[src/rtl/jenc_seq_pkg.sv]
// Shared types and constants for the JPEG frame stream sequencer.
package jenc_seq_pkg;

  typedef enum logic [2:0] {
    IDLE,
    HDR,
    ECS,
    EOI,
    DRAIN
  } seq_state_t;

  localparam logic [31:0] JENC_EOI_WORD   = 32'hFFD9_0000;
  localparam logic [2:0]  JENC_EOI_NBYTES = 3'd2;

endpackage

[src/rtl/jenc_seq_oreg.sv]
// One-deep registered output stage; loads whenever the held beat is not stalled downstream.
module jenc_seq_oreg #(
  parameter int DW   = 32,
  parameter int NB_W = 3
) (
  input  logic            clk,
  input  logic            resetn,
  input  logic            in_valid,
  input  logic [DW-1:0]   in_data,
  input  logic [NB_W-1:0] in_nbytes,
  input  logic            in_tlast,
  output logic            ready,
  output logic            out_valid,
  output logic [DW-1:0]   out_data,
  output logic [NB_W-1:0] out_nbytes,
  output logic            out_tlast,
  input  logic            out_hold
);

  assign ready = ~(out_valid & out_hold);

  always_ff @(posedge clk) begin
    if (!resetn) begin
      out_valid <= 1'b0;
      out_tlast <= 1'b0;
    end else if (ready) begin
      out_valid <= in_valid;
      out_tlast <= in_valid & in_tlast;
    end
  end

  // Payload needs no reset; it is only meaningful while out_valid is high.
  always_ff @(posedge clk) begin
    if (ready) begin
      out_data   <= in_data;
      out_nbytes <= in_nbytes;
    end
  end

endmodule

[src/rtl/jenc_stream_sequencer.sv]
// Frame sequencer: header stream, then entropy stream, then EOI marker, onto one byte-lane output.
// Optional build macro JENC_SEQ_BYTE_COUNT_EN adds the frame_bytes delivered-byte counter.
//
// state | meaning
// IDLE  | waiting for start
// HDR   | forwarding header beats
// ECS   | forwarding entropy-coded beats
// EOI   | emitting the FFD9 beat and waiting for it to leave
// DRAIN | aborted: sinking the rest of the current frame's inputs
module jenc_stream_sequencer
  import jenc_seq_pkg::*;
#(
  parameter int DW   = 32,
  parameter int NB_W = 3
`ifdef JENC_SEQ_BYTE_COUNT_EN
  , parameter int CNT_W = 24
`endif
) (
  input  logic            clk,
  input  logic            resetn,
  input  logic            start,
  input  logic            abort,
  input  logic [DW-1:0]   hdr_data,
  input  logic [NB_W-1:0] hdr_nbytes,
  input  logic            hdr_tlast,
  input  logic            hdr_valid,
  output logic            hdr_hold,
  input  logic [DW-1:0]   ecs_data,
  input  logic [NB_W-1:0] ecs_nbytes,
  input  logic            ecs_tlast,
  input  logic            ecs_valid,
  output logic            ecs_hold,
  output logic [DW-1:0]   out_data,
  output logic [NB_W-1:0] out_nbytes,
  output logic            out_tlast,
  output logic            out_valid,
  input  logic            out_hold,
  output logic            busy,
  output logic            frame_done,
  output logic            frame_err
`ifdef JENC_SEQ_BYTE_COUNT_EN
  , output logic [CNT_W-1:0] frame_bytes
`endif
);

  localparam logic [DW-1:0]   EOI_DATA = DW'(JENC_EOI_WORD) << (DW - 32);
  localparam logic [NB_W-1:0] EOI_NB   = NB_W'(JENC_EOI_NBYTES);

  seq_state_t state, state_nxt;
  logic drain_hdr, drain_hdr_nxt;
  logic eoi_sent, eoi_sent_nxt;
  logic done_nxt, err_nxt;
  logic ready;
  logic            ld_valid;
  logic [DW-1:0]   ld_data;
  logic [NB_W-1:0] ld_nbytes;
  logic            ld_tlast;

  always_comb begin
    state_nxt     = state;
    drain_hdr_nxt = drain_hdr;
    eoi_sent_nxt  = eoi_sent;
    done_nxt      = 1'b0;
    err_nxt       = 1'b0;
    hdr_hold      = 1'b1;
    ecs_hold      = 1'b1;
    ld_valid      = 1'b0;
    ld_data       = hdr_data;
    ld_nbytes     = hdr_nbytes;
    ld_tlast      = 1'b0;
    case (state)
      IDLE: begin
        if (start) begin
          state_nxt    = HDR;
          eoi_sent_nxt = 1'b0;
        end
      end
      HDR: begin
        if (abort) begin
          state_nxt     = DRAIN;
          drain_hdr_nxt = 1'b1;
        end else begin
          hdr_hold = ~ready;
          ld_valid = hdr_valid & ready;
          if (ld_valid && hdr_tlast) state_nxt = ECS;
        end
      end
      ECS: begin
        ld_data   = ecs_data;
        ld_nbytes = ecs_nbytes;
        if (abort) begin
          state_nxt     = DRAIN;
          drain_hdr_nxt = 1'b0;
        end else begin
          ecs_hold = ~ready;
          ld_valid = ecs_valid & ready;
          if (ld_valid && ecs_tlast) state_nxt = EOI;
        end
      end
      EOI: begin
        if (!eoi_sent && ready) begin
          ld_valid     = 1'b1;
          ld_data      = EOI_DATA;
          ld_nbytes    = EOI_NB;
          ld_tlast     = 1'b1;
          eoi_sent_nxt = 1'b1;
        end
        if (eoi_sent && out_valid && out_tlast && !out_hold) begin
          state_nxt = IDLE;
          done_nxt  = 1'b1;
        end
      end
      DRAIN: begin
        // Header drain rolls over into draining the whole entropy frame.
        if (drain_hdr) begin
          hdr_hold = 1'b0;
          if (hdr_valid && hdr_tlast) drain_hdr_nxt = 1'b0;
        end else begin
          ecs_hold = 1'b0;
          if (ecs_valid && ecs_tlast) begin
            state_nxt = IDLE;
            done_nxt  = 1'b1;
            err_nxt   = 1'b1;
          end
        end
      end
      default: state_nxt = IDLE;
    endcase
  end

  always_ff @(posedge clk) begin
    if (!resetn) begin
      state      <= IDLE;
      drain_hdr  <= 1'b0;
      eoi_sent   <= 1'b0;
      frame_done <= 1'b0;
      frame_err  <= 1'b0;
    end else begin
      state      <= state_nxt;
      drain_hdr  <= drain_hdr_nxt;
      eoi_sent   <= eoi_sent_nxt;
      frame_done <= done_nxt;
      frame_err  <= err_nxt;
    end
  end

  assign busy = (state != IDLE);

  jenc_seq_oreg #(
    .DW   (DW),
    .NB_W (NB_W)
  ) u_oreg (
    .clk        (clk),
    .resetn     (resetn),
    .in_valid   (ld_valid),
    .in_data    (ld_data),
    .in_nbytes  (ld_nbytes),
    .in_tlast   (ld_tlast),
    .ready      (ready),
    .out_valid  (out_valid),
    .out_data   (out_data),
    .out_nbytes (out_nbytes),
    .out_tlast  (out_tlast),
    .out_hold   (out_hold)
  );

`ifdef JENC_SEQ_BYTE_COUNT_EN
  logic [CNT_W:0] byte_sum;

  assign byte_sum = {1'b0, frame_bytes} + (CNT_W + 1)'(out_nbytes);

  always_ff @(posedge clk) begin
    if (!resetn) begin
      frame_bytes <= '0;
    end else if (state == IDLE && start) begin
      frame_bytes <= '0;
    end else if (out_valid && !out_hold) begin
      frame_bytes <= byte_sum[CNT_W] ? '1 : byte_sum[CNT_W-1:0];
    end
  end
`else
  // Without the counter nothing tallies delivered bytes.
`endif

endmodule
[config.mk]
export PLATFORM = sky130hd
export DESIGN_NAME = jenc_stream_sequencer
export DESIGN_NICKNAME = d
export VERILOG_FILES = /design/src/rtl/jenc_seq_pkg.sv /design/src/rtl/jenc_seq_oreg.sv /design/src/rtl/jenc_stream_sequencer.sv
export SDC_FILE = /design/constraint.sdc
export NUM_CORES = 1
export LEC_CHECK = 0
export CORE_UTILIZATION = 43
export DETAILED_ROUTE_END_ITERATION = 16
export DONT_BUFFER_PORTS = 1
export GPL_TIMING_DRIVEN = 0
export PLACE_DENSITY = 0.67
export SETUP_SLACK_MARGIN = 0.2
export SLEW_MARGIN = 20
export SYNTH_ARGS = -nofsm -noshare
export SYNTH_HDL_FRONTEND = slang
export SYNTH_HIERARCHICAL = 1
export SYNTH_SLANG_ARGS = --single-unit
[constraint.sdc]
create_clock -name clk -period 1.8 [get_ports clk]
set_clock_uncertainty 0.2 [all_clocks]
set_input_delay 0.18 -clock clk [delete_from_list [all_inputs] [get_ports clk]]
set_output_delay 0.18 -clock clk [all_outputs]
set_load 0.01 [all_outputs]
==> metrics.yaml <==
clocking:
  root_buffer: "clkbuf_8"
  clock_latency_ns: 0.29
  clkTransAtPathRegs_ns: 0.08
  cts_hold_buf: 74
  cts_sinks: 44
  cts_tree: "built"
  htreeDepth: 2
  cts-buffers-inserted: 5
  clock_path_buffers: 2
synthesis:
  synth-seq-cells: 44
  synth-edff-count: 35
  synth_commonest_cells: "edfxtp_1 (35), a22o_1 (21), o22a_1 (14), nand2_1 (13)"
  async_flop_share: 0
  synth_top_area_frac: 0.5300
  yosysSeqAreaShare: 0.6208
  ys_top_cells_by_area: "edfxtp_1 (53%), a22o_1 (9.3%), dfxtp_1 (9.1%), o22a_1 (6.2%), nand2_1 (2.5%)"
  yosys_most_used_dff: "edfxtp_1"
  syn_area_per_cell_sq_um: 12.39
  syn_nets: 239
  synth.largest_area_cell: "edfxtp_1"
  yosysMostFrequentCell: "edfxtp_1"
  synth.distinct_cells: 38
  synth_warnings: 6
  synthesis.area_sq_um: 1983
  syn_inst: 160
sta:
  setup_tns_ns: 0
  max-slew-margin-rel: 0.6895
  tightest_slew_ns: 0.4653
  period_minus_slack_ns: 1.606
  rsz0062_at_grt: "yes"
  drv_slew: 0
  setup_viol: 0
  finalHoldViolations: 2
  max_freq_ghz: 0.6226
  fin_crit_sh: 0.8923
  holdWs_ns: -0.1389
placement:
  gp_congestion: 0.9853
  dp_hpwl_um: 3186
  dpl-instance-area_sq_um: 2048
  port_buffers: 0
power:
  seqPwrFrac: 0.491
  switching_share: 0.3064
  finalPower_mw: 3.146
  combPwrFrac: 0.276
  internal_power_mw: 2.182
  clkPwrFrac: 0.233
  switchingPower_mw: 0.9639
  power.density_nw_per_um2: 1028
  power.leakage_nw: 1.188
  ir_drop_uv: 643.4
worst_setup_path:
  cp-start-kind: "flip-flop"
  cp_max_fo: 10
  path_class: "reg2out"
  cp.arrival_ns: 1.23
  slowest_delay_ns: 0.40
  crit_start: "state[0]"
  worst_setup_path_end_kind: "primary output"
  path_buf_inv: 2
  reg2reg_from: "state[1]"
  cp_cell_sequence: "buf_6 -> inv_4 -> nand3_1 -> o21ai_1 -> nand2_1"
  cpMaxStageDelayCell: "dfxtp_2"
  crit_family: "flip-flops"
  r2r_cells: 5
  required_ns: 1.42
  cp.depth: 5
flow_run:
  maxCapViolations: 0
final_layout:
  nFillCells: 302
  drive_gt1_frac: 0.1714
  area_growth_pct: 54.26
  nNetsFinal: 323
  n_antenna_cell: 0
  final_area_sq_um: 3059
floorplan:
  fp.dieW_um: 69.91
  start_util: 0.4523
  coreArea_sq_um: 4384
  io_pins: 121
  die-area_sq_um: 4887
  die_h_um: 69.91
  std_cell_rows: 24
route:
  vias: 1750
  drc: 0
  avgViaCountPerCell: 5.892
  drtIter0Drc: 100
  routed_wl_um: 5755
  wire_per_inst_um: 19.38
  ant_nets: 0
  drt_first_pass_iters: 4
global_route:
  grt_pass1_wl_um: 8590
  grt_max_degree: 37
  antenna_found_initial: 0
  overflow: 0
  grt_pass1_vias: 1770
  grt_usage: 0.2280
hold_path:
  hold_depth: 2
  hp-class: "in2reg"
  min_from: "out_hold"
status:
  status: "complete, but fails checks"
  violations: "negative hold slack"
-- final timing paths --
check                         end  slack, ns
max reg2reg  u_oreg/out_nbytes[1]       0.20
min              u_oreg/out_valid      -0.14
max                      hdr_hold       0.19
min reg2reg              eoi_sent       0.36
-- per-layer routing --
| layer | vias up | GRT usage | wire [um] |
|---|---|---|---|
| met2 | 118 | 0.4274 | 3188 |
| met1 | 825 | 0.2400 | 1984 |
| li1 | 791 | - | - |
| met5 | - | 0 | 0 |
| met3 | 16 | 0.05772 | 403 |
| met4 | 0 | 0.09333 | 179 |
-- power groups by stage --
stage | logic, mW | clock network, mW | registers (mW)
global placement | 0.562 | 0 | 1.54
detailed placement | 0.583 | 0 | 1.54
CTS | 0.775 | 0.747 | 1.52
finish | 0.869 | 0.733 | 1.54
floorplan | 0.476 | 0 | 1.50
global route | 0.943 | 0.790 | 1.56
-- per-stage QoR --
stage	std cells	utilization	setup WS, ns
detailed placement	212	0.4672	-0.000005551
global placement	212	0.4672	0.02407
floorplan	160	-	0.2110
global route	297	0.6978	0.1445
finish	297	0.6978	0.1939
CTS	294	0.6761	0.1685
-- flip-flops by register name, indices dropped and copies added, names as in the netlist --
name               cells
u_oreg/out_valid       1
u_oreg/out_nbytes      3
drain_hdr              1
eoi_sent               1
frame_err              1
frame_done             1
u_oreg/out_data       32
state                  3
u_oreg/out_tlast       1
-- repair_timing --
action,CTS,global route
pin swaps,1,4
resized for setup,22,22
cloned,0,0
buffers inserted,0,3
hold endpoints to repair,42,2
endpoints found under the setup margin,74,71
-- cell type report --
type / instances / area (sq um) / area share
buffer: 10 / 93.84 / 0.03067
clock buffer: 6 / 72.57 / 0.02372
clock inverter: 2 / 35.03 / 0.01145
inverter: 3 / 13.76 / 0.004499
multi-input combinational: 103 / 772.0 / 0.2524
sequential: 44 / 1244 / 0.4065
tap: 52 / 65.06 / 0.02127
timing repair buffer: 77 / 763.2 / 0.2495
-- placed cells by master, fill, tap and decap left out, drive strengths merged, types with 3 or more instances in the layout --
| master | Yosys | final |
|---|---|---|
| dlygate4sd3 | 0 | 74 |
| edfxtp | 35 | 35 |
| a22o | 21 | 21 |
| o22a | 14 | 14 |
| nand2 | 14 | 14 |
| buf | 10 | 11 |
| nor2 | 9 | 9 |
| dfxtp | 9 | 9 |
| clkbuf | 0 | 8 |
| o21ai | 6 | 6 |
| a21oi | 6 | 6 |
| nand3 | 5 | 5 |
| nor2b | 4 | 4 |
| inv | 3 | 3 |
-- logic make-up (layout without fill, tap and decap cells) --
group	count (synthesis)	count (layout)	synth area share
AO/OA/AOI/OAI	58	58	0.2290
flip-flops	44	44	0.6208
AND/OR/NAND/NOR	44	44	0.1117
buffers and inverters	13	98	0.03344
multiplexers	1	1	0.005048
-- worst register-to-register path, cell delays in order, from the launching register on --
cell and delay (ns):
dfxtp_4 0.40, inv_2 0.07, nor2_2 0.15, nand2_2 0.12, buf_4 0.19, o22a_1 0.21
Power figures use the tool's default switching activity.
